<file path="config.mk">
export PLATFORM = sky130hd
export DESIGN_NAME = ps2_host_tx
export DESIGN_NICKNAME = d
export VERILOG_FILES = /design/src/rtl/ps2_host_tx.sv
export SDC_FILE = /design/constraint.sdc
export NUM_CORES = 1
export LEC_CHECK = 0
export CAP_MARGIN = 0
export CORE_ASPECT_RATIO = 1.4
export CORE_MARGIN = 2
export CORE_UTILIZATION = 42
export DETAILED_ROUTE_END_ITERATION = 8
export PLACE_DENSITY = 0.68
export SKIP_LAST_GASP = 1
export SLEW_MARGIN = 20
export SYNTH_ARGS = -nofsm -noshare
export SYNTH_HDL_FRONTEND = slang
export SYNTH_SLANG_ARGS = --single-unit
</file>
<file path="constraint.sdc">
create_clock -name FPGAClk -period 2.3 [get_ports FPGAClk]
set_input_delay 0.46 -clock FPGAClk [delete_from_list [all_inputs] [get_ports FPGAClk]]
set_output_delay 0.46 -clock FPGAClk [all_outputs]
set_load 0.005 [all_outputs]
</file>
<file path="src/rtl/ps2_host_tx.sv">
// PS/2 host-to-device transmitter: inhibit, start bit, 8 data bits LSB first, odd parity, stop, ACK.
// Optional watchdog enabled by defining PS2_TX_TIMEOUT_EN.
module ps2_host_tx #(
  parameter int INHIBIT_CYCLES = 5000,
  parameter int TIMEOUT_CYCLES = 750000
) (
  input  logic       FPGAClk,
  input  logic       rst,
  input  logic [7:0] tx_data,
  input  logic       tx_start,
  input  logic       PS2Clk_in,
  input  logic       PS2Data_in,
  output logic       PS2Clk_oe,
  output logic       PS2Data_oe,
  output logic       busy,
  output logic       done,
  output logic       err
);

  localparam int IW = $clog2(INHIBIT_CYCLES + 1);

  typedef enum logic [2:0] {IDLE, INHIBIT, START, SHIFT, PARITY, STOP, ACK} state_t;

  state_t        state, state_nxt;
  logic [1:0]    clk_sync, dat_sync;
  logic          clk_prev;
  logic          fall, dat_s, active;
  logic [7:0]    tx_byte;
  logic          par;
  logic [3:0]    ecnt;
  logic [IW-1:0] inh_cnt;
  logic          dat_oe;
  logic          done_nxt, err_nxt;
  logic          wd_hit;

  // Line synchronizers idle high to match released open-drain lines
  always_ff @(posedge FPGAClk) begin
    if (!rst) begin
      clk_sync <= 2'b11;
      dat_sync <= 2'b11;
      clk_prev <= 1'b1;
    end else begin
      clk_sync <= {clk_sync[0], PS2Clk_in};
      dat_sync <= {dat_sync[0], PS2Data_in};
      clk_prev <= clk_sync[1];
    end
  end

  assign fall   = clk_prev & ~clk_sync[1];
  assign dat_s  = dat_sync[1];
  assign active = (state != IDLE) && (state != INHIBIT);

`ifdef PS2_TX_TIMEOUT_EN
  localparam int WW = $clog2(TIMEOUT_CYCLES + 1);
  logic [WW-1:0] wd;

  always_ff @(posedge FPGAClk) begin
    if (!rst || !active) wd <= '0;
    else                 wd <= wd + 1'b1;
  end

  assign wd_hit = active && (wd == WW'(TIMEOUT_CYCLES - 1));
`else
  assign wd_hit = 1'b0;
`endif

  always_comb begin
    state_nxt = state;
    done_nxt  = 1'b0;
    err_nxt   = 1'b0;
    unique case (state)
      IDLE:    if (tx_start) state_nxt = INHIBIT;
      INHIBIT: if (inh_cnt == IW'(INHIBIT_CYCLES - 1)) state_nxt = START;
      START:   if (fall) state_nxt = SHIFT;
      SHIFT:   if (fall && ecnt == 4'd7) state_nxt = PARITY;
      PARITY:  if (fall) state_nxt = STOP;
      STOP:    if (fall) state_nxt = ACK;
      ACK: if (fall) begin
        state_nxt = IDLE;
        done_nxt  = 1'b1;
        err_nxt   = dat_s;
      end
      default: state_nxt = IDLE;
    endcase
    // A completing ACK wins over a simultaneous watchdog expiry
    if (wd_hit && state_nxt != IDLE) begin
      state_nxt = IDLE;
      done_nxt  = 1'b1;
      err_nxt   = 1'b1;
    end
  end

  always_ff @(posedge FPGAClk) begin
    if (!rst) begin
      state   <= IDLE;
      tx_byte <= '0;
      par     <= 1'b0;
      ecnt    <= '0;
      inh_cnt <= '0;
      dat_oe  <= 1'b0;
      done    <= 1'b0;
      err     <= 1'b0;
    end else begin
      state <= state_nxt;
      done  <= done_nxt;
      err   <= err_nxt;
      if (state == IDLE && tx_start) begin
        tx_byte <= tx_data;
        par     <= ~^tx_data;
        ecnt    <= '0;
        inh_cnt <= '0;
      end
      if (state == INHIBIT) inh_cnt <= inh_cnt + 1'b1;
      if (active && fall) ecnt <= ecnt + 1'b1;
      // Data line changes the cycle after the falling edge is seen
      if (state_nxt == IDLE) dat_oe <= 1'b0;
      else begin
        unique case (state)
          INHIBIT:      if (state_nxt == START) dat_oe <= 1'b1;
          START, SHIFT: if (fall) dat_oe <= ~tx_byte[ecnt[2:0]];
          PARITY:       if (fall) dat_oe <= ~par;
          STOP:         if (fall) dat_oe <= 1'b0;
          default:      ;
        endcase
      end
    end
  end

  assign PS2Clk_oe  = (state == INHIBIT);
  assign PS2Data_oe = dat_oe;
  assign busy       = (state != IDLE);

endmodule
</file>
Word-level counts from Yosys, hierarchy flattened
Cells that the tools add are included.
{"block": "totals", "regBits": 37, "input_bits": 13, "out_inout_bits": 5, "wordCells": 69}
{"block": "op_classes", "addsub": 2, "order_cmp": 1, "n_eq_ne": 14, "mux": 20, "bitwise": 5, "reduce_logical": 16}
{"operator": "13-bit 2-to-1 mux", "count": 2}
{"operator": "3-bit 2-to-1 mux", "count": 7}
{"operator": "3-bit case mux with 7 select lines", "count": 1}
{"operator": "13-bit by 1-bit adder with 13-bit output, second input constant", "count": 1}
{"operator": "13-bit equality test, second input constant", "count": 1}
{"operator": "3-bit by 2-bit equality test with 1-bit output, second input constant", "count": 3}
{"operator": "3-bit equality test, second input constant", "count": 3}
{"operator": "4-bit 2-to-1 mux", "count": 2}
{"operator": "8-bit XNOR reduction", "count": 1}
{"operator": "3-bit zero test", "count": 2}
{"operator": "1-bit 2-to-1 mux", "count": 6}
{"operator": "2-bit != test, second input constant", "count": 3}
{"operator": "5-bit AND reduction", "count": 1}
{"operator": "4-bit by 1-bit adder with 4-bit output, second input constant", "count": 1}
{"operator": "4-bit by 3-bit equality test with 1-bit output, second input constant", "count": 1}
{"operator": "1-bit logical AND", "count": 4}
{"operator": "3-bit by 4-bit less-than comparator with 1-bit output, second input constant", "count": 1}
{"operator": "1-bit NOT", "count": 4}
{"operator": "1-bit case mux with 4 select lines", "count": 1}
{"operator": "2-bit nonzero test", "count": 2}
{"operator": "4-bit nonzero test", "count": 1}
{"operator": "2-bit OR reduction", "count": 2}
{"operator": "1-bit binary-select mux with 3-bit select", "count": 1}
{"operator": "3-bit by 1-bit equality test with 1-bit output, second input constant", "count": 1}
{"operator": "other kinds (6)", "count": 6}

Logic depth before layout (Yosys ltp)
{"block": "depth", "word_depth": 8, "ltp_mapped": 8, "ltp_nobuf": 6}

Worst setup path before layout
OpenSTA, ideal clock, no wires.
{"block": "synth_path", "kind": "flip-flop to flip-flop", "start": "register ecnt[1]", "end": "register dat_oe, in the netlist PS2Data_oe", "arrival_ps": 1693, "required_ps": 2233, "setup_slack_ps": 540, "path_stages_with_launch": 7, "path_buffers": 1, "path_cell_list": "dfxtp_1 -> clkbuf_1 -> mux4_2 -> nor2_1 -> and4b_1 -> a211o_1 -> a21oi_2"}
{"block": "synth_via", "elab_chain_cells": 7, "elab_cells_between_ends": 14, "cone_classes": "eq/ne (3); mux (6); bitwise (1); reduce/logical (4)"}
{"item": "from (decl)", "line_no": "30", "source": "logic [3:0] ecnt;"}
{"item": "from (signal assigned)", "line_no": "114", "source": "if (active && fall) ecnt <= ecnt + 1'b1;"}
{"item": "4-bit by 3-bit equality test with 1-bit output", "line_no": "75", "source": "SHIFT: if (fall && ecnt == 4'd7) state_nxt = PARITY;"}
{"item": "1-bit logical AND", "line_no": "75"}
{"item": "3-bit 2-to-1 mux", "line_no": "75"}
{"item": "3-bit case mux with 7 select lines", "line_no": "71", "source": "unique case (state)"}
{"item": "3-bit by 2-bit equality test with 1-bit output", "line_no": "119", "source": "INHIBIT: if (state_nxt == START) dat_oe <= 1'b1;"}
{"item": "2-bit by 1-bit != test with 1-bit output (no line)"}
{"item": "5-bit AND reduction (no line)"}
{"item": "to (signal assigned)", "line_no": "120", "source": "START, SHIFT: if (fall) dat_oe <= ~tx_byte[ecnt[2:0]];"}
{"item": "to (signal assigned)", "line_no": "121", "source": "PARITY: if (fall) dat_oe <= ~par;"}
{"item": "to (decl)", "line_no": "32", "source": "logic dat_oe;"}
Several ways; a longest one is shown, not always the timed one. The select of a mux whose other input is x is not followed.
A chain may end at the register's enable or synchronous reset.

Worst setup path in the final report
{"block": "layout_path", "start": "register state[1]", "end": "output port PS2Clk_oe"}
{"block": "layout_via", "elab_chain_cells": 1}
{"item": "from (decl)", "line_no": "24", "source": "state_t state, state_nxt;"}
{"item": "from (signal assigned)", "line_no": "104", "source": "state <= state_nxt;"}
{"item": "3-bit by 1-bit equality test with 1-bit output", "line_no": "129", "source": "assign PS2Clk_oe = (state == INHIBIT);"}
{"item": "to (decl)", "line_no": "13", "source": "output logic PS2Clk_oe,"}
No other way between the ends.

==> flow_metrics.tcl <==
set metrics [dict create \
    hold_path_class "reg -> reg" \
    ir_worst_vdd_mv 0.304 \
    clockBufferDepth 2 \
    die_y_um 81.0 \
    synth_top_cell_by_area "dfxtp_1" \
    synth_fa_ha_area_share_pct 1.41 \
    min_period_over_period_pct 96.3 \
    synth-main-ff-cell "dfxtp_1" \
    max_stage_delay_ps 500 \
    switchingPower_uw 328 \
    synth_area_um2 1780 \
    gr-total-overflow 0 \
    dpl_cell_area_um2 2000 \
    max_freq_ghz 0.452 \
    met2_wirelength_mm 1.94 \
    ys_ff_latch 37 \
    top_layer_used "met4" \
    vias 1575 \
    place_inst 278 \
    synthSimpleGateAreaFrac_pct 29.0 \
    wl_mm 3.75 \
    syn_to_final_growth_pct 17.4 \
    synth-xor-area-share_pct 3.94 \
    synthDistinctLibCells 37 \
    synth.avg_cell_area_um2 8.09 \
    clockPowerShare_pct 35.0 \
    core_area_um2 4130 \
    ys_warn_count 0 \
    grt_max_degree 18 \
    path_class "reg -> out" \
    period_needed_ps 2210 \
    cts_buffers 5 \
    syn-num-nets 235 \
    crit_chain "or3b_1, clkinv_4, clkdlybuf4s50_1" \
    worst_slew_pin_slew_ps 551 \
    yosysTopAreaCellShare_pct 41.6 \
    cp-start-kind "flop" \
    worst_slack_ps 85.9 \
    cts_tree "yes" \
    io_pins 18 \
    status "finished, final reports clean" \
    clk_latency_ps 290 \
    crit_family "buffers and inverters" \
    viasPerCell 5.51 \
    drtPass1Iterations 4 \
    synth_edf_count 0 \
    drv_cap 0 \
    place_ws_ps 394 \
    hold_viol 0 \
    die-area_um2 4780 \
    end_kind "output pin" \
    arrival_ps 1750 \
    cts_hold_buf 0 \
    clk_pin_slew_ps 70 \
    ant_nets 0 \
    cp_num_buf_inv 2 \
    dp_hpwl_mm 2.77 \
    hold_slack_ps 417 \
    synth_compound_area_share_pct 14.8 \
    drt_iter0_markers 46 \
    critPathMaxFanout 11 \
    layoutNonFillerInstCount 286 \
    hold_depth 1 \
    gp_congestion 0.858 \
    synth_common_cells "dfxtp_1 (37), nand2_1 (34), nor2_1 (27)" \
    wl_met3_um 116 \
    initial_core_util_pct 43.0 \
    rsz0062_at_grt "no" \
    grt_first_pass_wirelength_mm 6.62 \
    post-route-drc-count 0 \
    reg2reg_depth 5 \
    intPower_uw 942 \
    postSynthCellCount 220 \
    synth_top_family_by_area "simple AND/OR/NAND/NOR gates" \
    cts_resized 0 \
    fp.dieW_um 59.0 \
    h-tree-depth 2 \
    cp_num_cells 3 \
    pwr-share-comb_pct 12.3 \
    tns_ps 0 \
    seq_power_share_pct 52.7 \
    track_usage_pct 17.9 \
    yosysMostFrequentCell "dfxtp_1" \
    grt_pass1_vias 1511 \
    slew_violations 0 \
    cts_sinks 37 \
    post_cts_buffers 0 \
    setup-violations-final 0 \
    synth_area_leaders "dfxtp_1 (42%), nand2_1 (7.2%), a21oi_1 (6.5%), nor2_1 (5.7%), xnor2_1 (3.9%)" \
    async_reset_ff_share_pct 0 \
    io_buffers 17 \
    design_area_um2 2090 \
    required_ps 1840 \
    power_leakage_nw 0.703 \
    row_count 28 \
    slew_headroom_pct 62.9 \
    swShare_pct 25.8 \
    final_nets 255 \
    wl_met1_mm 1.62 \
    wl_per_cell_um 13.1 \
    slowest_stage "clkdlybuf4s50_1" \
    insertedDiodeCount 0 \
    finClkSkew_ps 3.12 \
    synthMuxAreaShare_pct 4.92 \
    powerDensity_nw_per_um2 608 \
    root_buffer "clkbuf_8" \
    yosysSeqAreaShare_pct 41.6 \
    grt_antenna_before_repair 0 \
    drive_gt1_share_pct 8.71 \
]
==> state kept, by name, indices dropped and copies added, names as in the netlist, 2 cells and up <==
name and count:
ecnt 4, inh_cnt 13, state 3, tx_byte 8
dat_sync 2, clk_sync 2
==> final timing paths <==
path              slack (ps)          end   startpoint
setup reg to reg         430   PS2Data_oe   inh_cnt[3]
setup / recovery          90    PS2Clk_oe     state[1]
hold / removal           420  clk_sync[1]  clk_sync[0]
hold reg to reg          420  clk_sync[1]  clk_sync[0]
==> through the flow <==
| step | util (%) | power (mW) |
|---|---|---|
| 6_report | 50.5 | 1.27 |
| 5_1_grt | 50.5 | 1.33 |
| 4_1_cts | 50.5 | 1.29 |
| 3_5_place_dp | 48.4 | 0.841 |
| 3_3_place_gp | 48.4 | 0.840 |
| 2_1_floorplan | - | 0.782 |
==> power groups by stage <==
stage,Sequential [mW],Combinational [mW],Clock (mW)
global route,0.672,0.174,0.483
finish,0.669,0.156,0.445
detailed placement,0.684,0.157,0
floorplan,0.681,0.102,0
CTS,0.669,0.158,0.460
global placement,0.684,0.156,0
==> layer usage <==
metal  vias up  GRT usage [%]
met5         -              0
met4         0           7.50
met3         9           3.82
met2        29           31.9
met1       730           20.1
li1        807              -
==> layout make-up <==
cell class / count / area, µm²
timing repair buffer: 24 / 223
tap: 45 / 56.3
clock inverter: 3 / 17.5
inverter: 4 / 20.0
sequential: 37 / 741
multi-input combinational: 168 / 962
clock buffer: 5 / 68.8
fill: 421 / 2050
==> worst reg2reg max path: stages, from the launching register on <==
cell and delay [ps]:
dfxtp_1 350, or4b_1 530, nor4_1 340, nand2_1 160, a211o_1 290, a21oi_2 120
==> cell families after synthesis <==
logic type / count (synthesis)
buffers and inverters: 15
AND/OR/NAND/NOR: 104
XOR/XNOR: 8
multiplexers: 7
adder cells (fa/ha/maj): 2
AO/OA/AOI/OAI: 47
flip-flops: 37
==> cells in the final DEF (no fill, tap or decap), types with 3 or more instances in the layout <==
master / n
dfxtp_1: 37
nand2_1: 34
nor2_1: 27
a21oi_1: 23
clkdlybuf4s50_1: 17
o21ai_0: 13
nand3_1: 10
nand2b_1: 8
xnor2_1: 8
buf_4: 7
nand3b_1: 5
a31oi_1: 5
clkbuf_8: 5
nor2b_1: 3
nand4_1: 3
mux2_1: 3
(Power assumes the default switching activity.)
==> variant (same flow settings) <==
Build with the macro `PS2_TX_TIMEOUT_EN` defined.
--- a/src/rtl/ps2_host_tx.sv
+++ b/src/rtl/ps2_host_tx.sv
@@ -1,4 +1,6 @@
 // PS/2 host-to-device transmitter: inhibit, start bit, 8 data bits LSB first, odd parity, stop, ACK.
 // Optional watchdog enabled by defining PS2_TX_TIMEOUT_EN.
+`define PS2_TX_TIMEOUT_EN
+
 module ps2_host_tx #(
   parameter int INHIBIT_CYCLES = 5000,
Formal check against the unedited RTL: same outputs for any inputs over 10 cycles, from zero or initial values and one cycle with rst low; that may be too few to reach the edited logic, so the function may still have changed.
==> variant against the original RTL <==
Routed wire length rose by 38%. Critical path type unchanged. Total power is 64% higher. Count of clock-buffer cells in the layout increased by 7. Worst setup slack improved by 0.035 ns. Global-route usage down 1.5 points. Cell area is 53% higher. Sequential cell count rose by 20. Area after synthesis is 54% higher. Sequential power up 51%.
==> variant: results (changes against the original RTL) <==
Yosys
Leading post-synthesis cells by cell area: dfxtp_1 (42%), xnor2_1 (6.4%), nand2_1 (6.2%) (was dfxtp_1 (42%), nand2_1 (7.2%), a21oi_1 (6.5%)). The most instantiated flip-flop cell in the synthesis netlist is dfxtp_1 (unchanged). The warning count from the yosys run was 0 (unchanged). The number of nets produced by synthesis is 345 (was 235). Synth top cells by count: dfxtp_1 (57), nand2_1 (45), nor2_1 (35) (was dfxtp_1 (37), nand2_1 (34), nor2_1 (27)).

The number of flip-flops and latches in the synthesized netlist was 57 (was 37). The unique cell type count in the Yosys netlist is 45 (was 37). The proportion of register bits with asynchronous set or reset after synthesis is 0% (unchanged).

The register area share after synthesis is 41.8% (was 41.6%).

CTS
The buffers inserted during post-CTS setup optimization came to 0 (unchanged). The CTS H-tree depth was 3 (was 2). The clock buffer count from CTS is 9 (was 5). The clock latency of the later-clocked register in the worst-skew pair is 0.34 ns (was 0.29 ns). The number of gates resized after cts is 1 (was 0).

The clock edge transition at the registers on the reported setup and hold paths was 0.07 ns (about the same). The buffer depth of the longest clock path is 2 (unchanged). The clock root buffer is clkbuf_8 (unchanged).

Global routing
The global router's overall resource usage came to 16.4% (was 17.9%). The initial antenna violation count is 0 (unchanged). The maximum number of pins on one net before global-route repair came to 21 (was 18). The wire length of the first global-routing pass came to 9.19 mm (was 6.62 mm).

Worst hold path
The worst hold-check path type is flop to flop (unchanged).

Pwr
The leakage power figure is 1.14 nW (was 0.703 nW). The internal power component is 1.63 mW (was 0.942 mW). The worst-case vdd ir drop is 0.436 mV (was 0.304 mV).

Critical path
The cell type of the slowest stage on the worst timing path is clkdlybuf4s50_1 (unchanged). The maximum fanout along the worst path was 14 (was 11). The endpoint arrival time on the critical path is 1.72 ns (was 1.75 ns). The delay contributed by the slowest stage of the critical path is 0.47 ns (was 0.50 ns).

The cell class contributing the biggest share of worst-path delay is buffers and inverters (unchanged). The worst reg-to-reg setup slack is 0.33 ns (was 0.43 ns).

Placement
The total half-perimeter wirelength after legalization and detailed placement came to 3.74 mm (was 2.77 mm). The final RePlAce weighted congestion was 0.763 (was 0.858). The number of port buffers is 17 (unchanged).

Routing
The total wirelength of the detailed-routed design is 5.19 mm (was 3.75 mm). The detailed-router iteration count before antenna repair is 4 (unchanged). The violation count after the first detailed-route iteration is 75 (was 46).

The via total after detailed routing came to 2228 (was 1575).

Cells and area
Largest registers: wd: 20 flops, inh_cnt: 13 flops, tx_byte: 8 flops (was inh_cnt: 13 flops, tx_byte: 8 flops, ecnt: 4 flops). The total of fill cells in the finished design came to 601 (was 421). The share of cells above drive strength 1 is 9.01% (was 8.71%). The net total in the final layout is 367 (was 255). The number of antenna diodes came to 0 (unchanged).

Timing
The slew of the pin with the lowest slew margin is 0.618 ns (was 0.551 ns). The maximum clock skew at final layout was 0.0101 ns (was 0.00312 ns). The final hold slack is 0.412 ns (was 0.417 ns).

Run status
Run status: complete, no violations (unchanged).
==> variant: cells by family after synthesis <==
logic type	count (synthesis)	synth area share, %
buf+inv	25	4.17
simple gates	163	30.2
xor+xnor	25	8.02
mux	8	2.98
flops	57	41.8
fa+ha+maj	3	1.37
compound gates	48	11.5
==> variant: final timing paths <==
check	startpoint	end	cells after the start
hold reg to reg	clk_sync[0]$_SDFF_PN1_	clk_sync[1]$_SDFF_PN1_	1
hold / removal	clk_sync[0]$_SDFF_PN1_	clk_sync[1]$_SDFF_PN1_	1
setup reg to reg	inh_cnt[3]$_SDFFE_PN0P_	PS2Data_oe$_SDFFE_PP0P_	5
setup / recovery	state[2]$_SDFF_PN0_	busy	3
==> variant: through the flow <==
| stage | instance area, um^2 | worst slack, ns | cells |
|---|---|---|---|
| after floorplan | 2730 | 0.489 | 329 |
| after global placement | 2990 | -0.00140 | 412 |
| after detailed placement | 2990 | -0.0109 | 412 |
| after CTS | 3190 | 0.0975 | 427 |
| after global routing | 3190 | 0.0368 | 427 |
| final | 3190 | 0.121 | 427 |
==> variant: layout make-up <==
class                           instances  area [um^2]  share of cell area, %
Clock buffer                           12          155                   4.86
Clock inverter                          3         40.0                   1.26
Inverter                                9         38.8                   1.22
Multi-Input combinational cell        247         1480                   46.4
Sequential cell                        57         1140                   35.8
Tap cell                               72         90.1                   2.82
Timing Repair Buffer                   27          245                   7.69
==> variant: per-layer routing <==
metal  vias up  GRT usage [%]  routed length [um]
met5         -              0                   0
met4         0           9.00                 104
met2        23           28.2                2630
met1      1022           17.7                2290
li1       1174              -                   -
met3         9           4.66                 165
==> variant: power groups by stage <==
stage	logic [mW]	registers [mW]	clock network [mW]
detailed placement	0.152	1.04	0
CTS	0.154	1.01	0.957
global placement	0.149	1.04	0
finish	0.150	1.01	0.921
floorplan	0.0953	1.03	0
global route	0.168	1.02	1.00
